$ cat config.mk
export PLATFORM = sky130hd
export DESIGN_NAME = alu_req_resp
export DESIGN_NICKNAME = d
export VERILOG_FILES = /design/src/rtl/alu_req_resp.sv
export SDC_FILE = /design/constraint.sdc
export NUM_CORES = 1
export LEC_CHECK = 0
export ABC_AREA = 1
export BUFFER_PORTS_ARGS = -buffer_cell sky130_fd_sc_hd__buf_2
export CORE_MARGIN = 2
export CORE_UTILIZATION = 50
export CTS_CLUSTER_DIAMETER = 30
export DETAILED_ROUTE_END_ITERATION = 6
export PLACE_DENSITY = 0.69
export SLEW_MARGIN = 25
export SYNTH_ARGS = -nofsm -noshare
export SYNTH_HDL_FRONTEND = slang
export SYNTH_SLANG_ARGS = --single-unit
export TNS_END_PERCENT = 1
$ cat constraint.sdc
create_clock -name clk -period 2.8 [get_ports clk]
set_input_delay 0.56 -clock clk [delete_from_list [all_inputs] [get_ports clk]]
set_output_delay 0.56 -clock clk [all_outputs]
set_load 0.01 [all_outputs]
$ cat src/rtl/alu_req_resp.sv
// Handshaked ALU responder: one operation in flight, single-cycle logic/arith/shift ops,
// iterative shift-add multiply, registered result/flags/tag held until the response retires.
module alu_req_resp #(
  parameter int WIDTH = 8,
  parameter int TAG_W = 4
) (
  input  logic             clk,
  input  logic             rst,
  input  logic             req_valid,
  output logic             req_ready,
  input  logic [WIDTH-1:0] req_a,
  input  logic [WIDTH-1:0] req_b,
  input  logic [2:0]       req_op,
  input  logic [TAG_W-1:0] req_tag,
  output logic             resp_valid,
  input  logic             resp_ready,
  output logic [WIDTH-1:0] resp_result,
  output logic             resp_zero,
  output logic             resp_carry,
  output logic             resp_ovf,
  output logic [TAG_W-1:0] resp_tag
);

  localparam int SH_W  = $clog2(WIDTH);
  localparam int CNT_W = $clog2(WIDTH + 1);

  localparam logic [2:0] OP_ADD = 3'd0;
  localparam logic [2:0] OP_SUB = 3'd1;
  localparam logic [2:0] OP_AND = 3'd2;
  localparam logic [2:0] OP_OR  = 3'd3;
  localparam logic [2:0] OP_XOR = 3'd4;
  localparam logic [2:0] OP_SHL = 3'd5;
  localparam logic [2:0] OP_SHR = 3'd6;
  localparam logic [2:0] OP_MUL = 3'd7;

  typedef enum logic [1:0] {
    S_IDLE,
    S_EXEC,
    S_MUL,
    S_DONE
  } state_e;

  state_e               state_q, state_d;
  logic [CNT_W-1:0]     cnt_q, cnt_d;
  logic [WIDTH-1:0]     a_q, a_d;
  logic [WIDTH-1:0]     b_q, b_d;
  logic [2:0]           op_q, op_d;
  logic [TAG_W-1:0]     tag_q, tag_d;
  logic [2*WIDTH-1:0]   acc_q, acc_d;
  logic                 ovf_s_q, ovf_s_d;

  logic [WIDTH-1:0]     resp_result_q, resp_result_d;
  logic                 resp_zero_q, resp_zero_d;
  logic                 resp_carry_q, resp_carry_d;
  logic                 resp_ovf_q, resp_ovf_d;
  logic [TAG_W-1:0]     resp_tag_q, resp_tag_d;

  logic                 accept;
  logic [WIDTH:0]       mul_sum;

  logic [WIDTH-1:0]     alu_res;
  logic                 alu_carry;
  logic                 alu_ovf;
  logic [WIDTH:0]       sum_w;
  logic [WIDTH:0]       diff_w;
  logic [2*WIDTH-1:0]   shl_w;
  logic [2*WIDTH-1:0]   shr_w;
  logic [SH_W-1:0]      sh;

  assign req_ready  = (state_q == S_IDLE) || ((state_q == S_DONE) && resp_ready);
  assign accept     = req_valid && req_ready;
  assign resp_valid = (state_q == S_DONE);

  assign resp_result = resp_result_q;
  assign resp_zero   = resp_zero_q;
  assign resp_carry  = resp_carry_q;
  assign resp_ovf    = resp_ovf_q;
  assign resp_tag    = resp_tag_q;

  // Single-cycle datapath, evaluated from the registered operands.
  always_comb begin
    alu_res   = '0;
    alu_carry = 1'b0;
    alu_ovf   = 1'b0;
    sh        = b_q[SH_W-1:0];
    sum_w     = {1'b0, a_q} + {1'b0, b_q};
    diff_w    = {1'b0, a_q} - {1'b0, b_q};
    shl_w     = {{WIDTH{1'b0}}, a_q} << sh;
    shr_w     = {a_q, {WIDTH{1'b0}}} >> sh;
    unique case (op_q)
      OP_ADD: begin
        alu_res   = sum_w[WIDTH-1:0];
        alu_carry = sum_w[WIDTH];
        alu_ovf   = (a_q[WIDTH-1] == b_q[WIDTH-1]) && (alu_res[WIDTH-1] != a_q[WIDTH-1]);
      end
      OP_SUB: begin
        alu_res   = diff_w[WIDTH-1:0];
        alu_carry = diff_w[WIDTH];
        alu_ovf   = (a_q[WIDTH-1] != b_q[WIDTH-1]) && (alu_res[WIDTH-1] != a_q[WIDTH-1]);
      end
      OP_AND: alu_res = a_q & b_q;
      OP_OR:  alu_res = a_q | b_q;
      OP_XOR: alu_res = a_q ^ b_q;
      OP_SHL: begin
        alu_res   = shl_w[WIDTH-1:0];
        alu_carry = |shl_w[2*WIDTH-1:WIDTH];
      end
      OP_SHR: begin
        alu_res   = shr_w[2*WIDTH-1:WIDTH];
        alu_carry = |shr_w[WIDTH-1:0];
      end
      default: ;
    endcase
  end

  // Next-state and datapath control. acc holds the staged single-cycle result
  // (carry in bit WIDTH) or the running shift-add product with B in its low half.
  always_comb begin
    state_d       = state_q;
    cnt_d         = cnt_q;
    a_d           = a_q;
    b_d           = b_q;
    op_d          = op_q;
    tag_d         = tag_q;
    acc_d         = acc_q;
    ovf_s_d       = ovf_s_q;
    resp_result_d = resp_result_q;
    resp_zero_d   = resp_zero_q;
    resp_carry_d  = resp_carry_q;
    resp_ovf_d    = resp_ovf_q;
    resp_tag_d    = resp_tag_q;
    mul_sum       = {1'b0, acc_q[2*WIDTH-1:WIDTH]} + {1'b0, a_q};

    unique case (state_q)
      S_IDLE: ;
      S_EXEC, S_MUL: begin
        if (cnt_q != '0) begin
          cnt_d = cnt_q - 1'b1;
          if (state_q == S_EXEC) begin
            acc_d   = {{(WIDTH-1){1'b0}}, alu_carry, alu_res};
            ovf_s_d = alu_ovf;
          end else if (acc_q[0]) begin
            acc_d = {mul_sum, acc_q[WIDTH-1:1]};
          end else begin
            acc_d = {1'b0, acc_q[2*WIDTH-1:1]};
          end
        end else begin
          resp_result_d = acc_q[WIDTH-1:0];
          resp_zero_d   = (acc_q[WIDTH-1:0] == '0);
          resp_carry_d  = (state_q == S_MUL) ? |acc_q[2*WIDTH-1:WIDTH] : acc_q[WIDTH];
          resp_ovf_d    = (state_q == S_EXEC) && ovf_s_q;
          resp_tag_d    = tag_q;
          state_d       = S_DONE;
        end
      end
      S_DONE: begin
        if (resp_ready) state_d = S_IDLE;
      end
      default: state_d = S_IDLE;
    endcase

    // A new request can only be accepted from IDLE or a retiring DONE.
    if (accept) begin
      a_d     = req_a;
      b_d     = req_b;
      op_d    = req_op;
      tag_d   = req_tag;
      acc_d   = {{WIDTH{1'b0}}, req_b};
      state_d = (req_op == OP_MUL) ? S_MUL : S_EXEC;
      cnt_d   = (req_op == OP_MUL) ? CNT_W'(WIDTH) : CNT_W'(1);
    end
  end

  always_ff @(posedge clk or posedge rst) begin
    if (rst) begin
      state_q       <= S_IDLE;
      cnt_q         <= '0;
      resp_result_q <= '0;
      resp_zero_q   <= 1'b0;
      resp_carry_q  <= 1'b0;
      resp_ovf_q    <= 1'b0;
      resp_tag_q    <= '0;
    end else begin
      state_q       <= state_d;
      cnt_q         <= cnt_d;
      resp_result_q <= resp_result_d;
      resp_zero_q   <= resp_zero_d;
      resp_carry_q  <= resp_carry_d;
      resp_ovf_q    <= resp_ovf_d;
      resp_tag_q    <= resp_tag_d;
    end
  end

  // Operand and working registers are only meaningful while the FSM says so.
  always_ff @(posedge clk) begin
    a_q     <= a_d;
    b_q     <= b_d;
    op_q    <= op_d;
    tag_q   <= tag_d;
    acc_q   <= acc_d;
    ovf_s_q <= ovf_s_d;
  end

endmodule

==> flow_metrics.py <==
metrics = {
    "outcome": {
        "outcome": "completed",
    },
    "floorplanning": {
        "start_util_pct": 51.43,
        "die_h_um": 98.72,
        "die_area_mm2": 0.009745,
        "io-pin-count": 44,
        "num_rows": 34,
        "die_x_um": 98.72,
        "coreArea_mm2": 0.008721,
    },
    "yosys": {
        "yosys_warnings": 0,
        "synthAdderAreaFrac_pct": 12.50,
        "synth_edf_count": 32,
        "yosysSeqAreaShare_pct": 36.71,
        "synth_area_leaders": "edfxtp_1 21%, nand2_1 12%, dfrtp_1 12%",
        "syn_inst": 599,
        "synth_top_family_by_area": "simple AND/OR/NAND/NOR gates",
        "synth_flop_cell": "edfxtp_1",
        "synth.area.mux_share_pct": 0,
        "synth_seq_cells": 61,
        "syn_avg_cell_area_um2": 7.488,
        "synth.distinct_cells": 43,
        "synth-simple-area-share_pct": 26.69,
        "syn-num-nets": 669,
        "yosys.area.top_type": "edfxtp_1",
        "async_reset_ff_share_pct": 34.43,
        "synth-xor-area-share_pct": 1.367,
        "syn-cell-area_mm2": 0.004486,
        "synth_top_cell_area_share_pct": 21.42,
        "synth-compound-area-share_pct": 14.95,
    },
    "layout": {
        "antennaDiodeCount": 0,
        "multi_input_area_mm2": 0.002490,
        "seqCellArea_mm2": 0.001647,
        "syn_to_final_growth_pct": 12.72,
        "mostFrequentLayoutCells": "145 x nand2_1, 71 x inv_1, 56 x nand3_1",
        "drive_gt1_share_pct": 12.01,
        "num-fill-cells": 814,
        "mostFrequentLayoutCell": "nand2_1",
        "finalNetCount": 723,
    },
    "sta": {
        "fin_skew_ns": 0.009374,
        "rsz0062_at_grt": "false",
        "fin_hold_ws_ns": 0.3786,
        "fin_crit_ns": 2.388,
        "max_slew.worst_pin.slew_ns": 0.8167,
        "finalSetupTns_ns": 0,
        "hold_viol_final": 0,
        "maxSlewHeadroom_pct": 45.49,
        "final-max-slew-violation-count": 0,
        "setup_viol": 0,
        "max_freq_mhz": 418.7,
        "period_share_pct": 85.30,
    },
    "clocking": {
        "cts_setup_buffers": 0,
        "cts_tree": "built",
        "ctsHoldBuffers": 0,
        "numCtsBuffers": 9,
        "clockBufferDepth": 2,
        "cts_root_buf": "clkbuf_8",
        "cts.clk_slew.worst_paths_ns": 0.07,
        "cts_htree_levels": 3,
        "clkSinkCount": 61,
        "cts_repair_resize_count": 0,
        "clk_latency_ns": 0.33,
    },
    "routing": {
        "route.detailed.drc": 0,
        "antenna_left": 0,
        "vias_per_cell": 5.631,
        "vias": 4313,
        "drt_iter0_drc": 354,
        "firstDrtPassIters": 5,
        "wl_um": 13220,
        "wl_per_cell_um": 17.26,
    },
    "setup_path": {
        "r2r_cells": 11,
        "critPathCaptureType": "register",
        "crit_path_start": "a_q[0]",
        "cp_data_arrival_time_ns": 2.48,
        "required_ns": 2.89,
        "crit_type": "register to register",
        "regToRegEndpoint": "acc_q[6]",
        "start_kind": "register",
        "path_max_fanout": 6,
        "r2r-start": "a_q[0]",
        "timing.reg2reg.setup_slack_ns": 0.41,
    },
    "global_route": {
        "antenna_found_initial": 0,
        "grt-ovfl-total": 0,
        "grt_max_degree": 35,
        "grt_pass1_vias": 4213,
        "grt_pass1_wl_um": 21450,
        "track_usage_pct": 28.27,
    },
    "placed_design": {
        "gp_congestion": 1.004,
        "dp_hpwl_um": 10470,
        "port_buffers": 43,
    },
    "flow_run": {
        "drv_cap": 0,
    },
    "power": {
        "leakage_nw": 2.490,
        "power.density_mw_per_mm2": 964.3,
        "peakVddDrop_v": 0.0006150,
    },
    "worst_hold_path": {
        "hp-class": "input port to async pin",
    },
}
registers in the layout, summed over array words and instances, names as in the netlist:
register     count
ovf_s_q          1
resp_carry       1
resp_result      8
tag_q            4
resp_tag         4
resp_ovf         1
b_q              8
a_q              8
op_q             3
acc_q           16
cnt_q            4
state_q          2
resp_zero        1
layout make-up:
type,count,share of cell area (%)
clock inverters,5,1.015
flip-flops and latches,61,32.57
well taps,108,2.673
inverters,77,5.716
repair buffers,56,6.187
clock buffers,11,2.598
multi-input cells,448,49.25
cells by family after synthesis:
logic type      after synthesis
simple gates                279
compound gates              119
buf+inv                      90
flops                        61
fa+ha+maj                    43
xor+xnor                      7
per-stage QoR:
step                setup WS (ns)  util (%)  std cells  total power [mW]  area, um2
global placement           0.4599     55.88        750             4.064       4873
CTS                        0.4197     57.98        766             4.877       5056
detailed placement         0.4191     55.88        750             4.109       4873
global route               0.2130     57.98        766             5.328       5056
finish                     0.4117     57.98        766             4.876       5056
floorplan                  0.5110         -        599             3.340       4486
worst max-delay path: stages, from the launching register on:
cell and delay, ns:
edfxtp_1 0.46, ha_1 0.26, inv_1 0.09, fa_1 0.40, nand3b_1 0.17, nand2_1 0.14, a21oi_1 0.09, or2_2 0.27
nand3_1 0.06, nand3_1 0.07, nand2_1 0.07, a21oi_1 0.06
power by group:
| part | internal [mW] | total (mW) | switching [mW] |
|---|---|---|---|
| Clock | 0.406 | 0.753 | 0.347 |
| Sequential | 1.35 | 1.59 | 0.240 |
| Combinational | 0.863 | 2.53 | 1.67 |
synth_stat cells, types with 8 or more instances:
cell type  number
ha_1           40
nand2_1       145
edfxtp_1       32
nand4_1        11
a21oi_1        48
dfrtp_1        21
nor3_1          8
nand3_1        56
nor2_1         47
inv_1          71
dfxtp_1         8
o21ai_0        40
how the worst max path moves through the flow:
| stage | end | slack, ns | depth (start not counted) |
|---|---|---|---|
| 2_1_floorplan | a_q[0] | 0.51 | 6 |
| 3_3_place_gp | acc_q[6] | 0.46 | 11 |
| 3_5_place_dp | acc_q[6] | 0.42 | 11 |
| 4_1_cts | acc_q[6] | 0.42 | 11 |
| 5_1_grt | acc_q[6] | 0.21 | 11 |
| 6_report | acc_q[6] | 0.41 | 11 |
routing by layer:
layer	global-route usage [%]	routed length [um]
met2	45.16	6113
met4	12.43	520
met1	37.78	5704
met5	0	0
met3	5.035	881
Note: power is estimated with default switching activity, not from simulation.
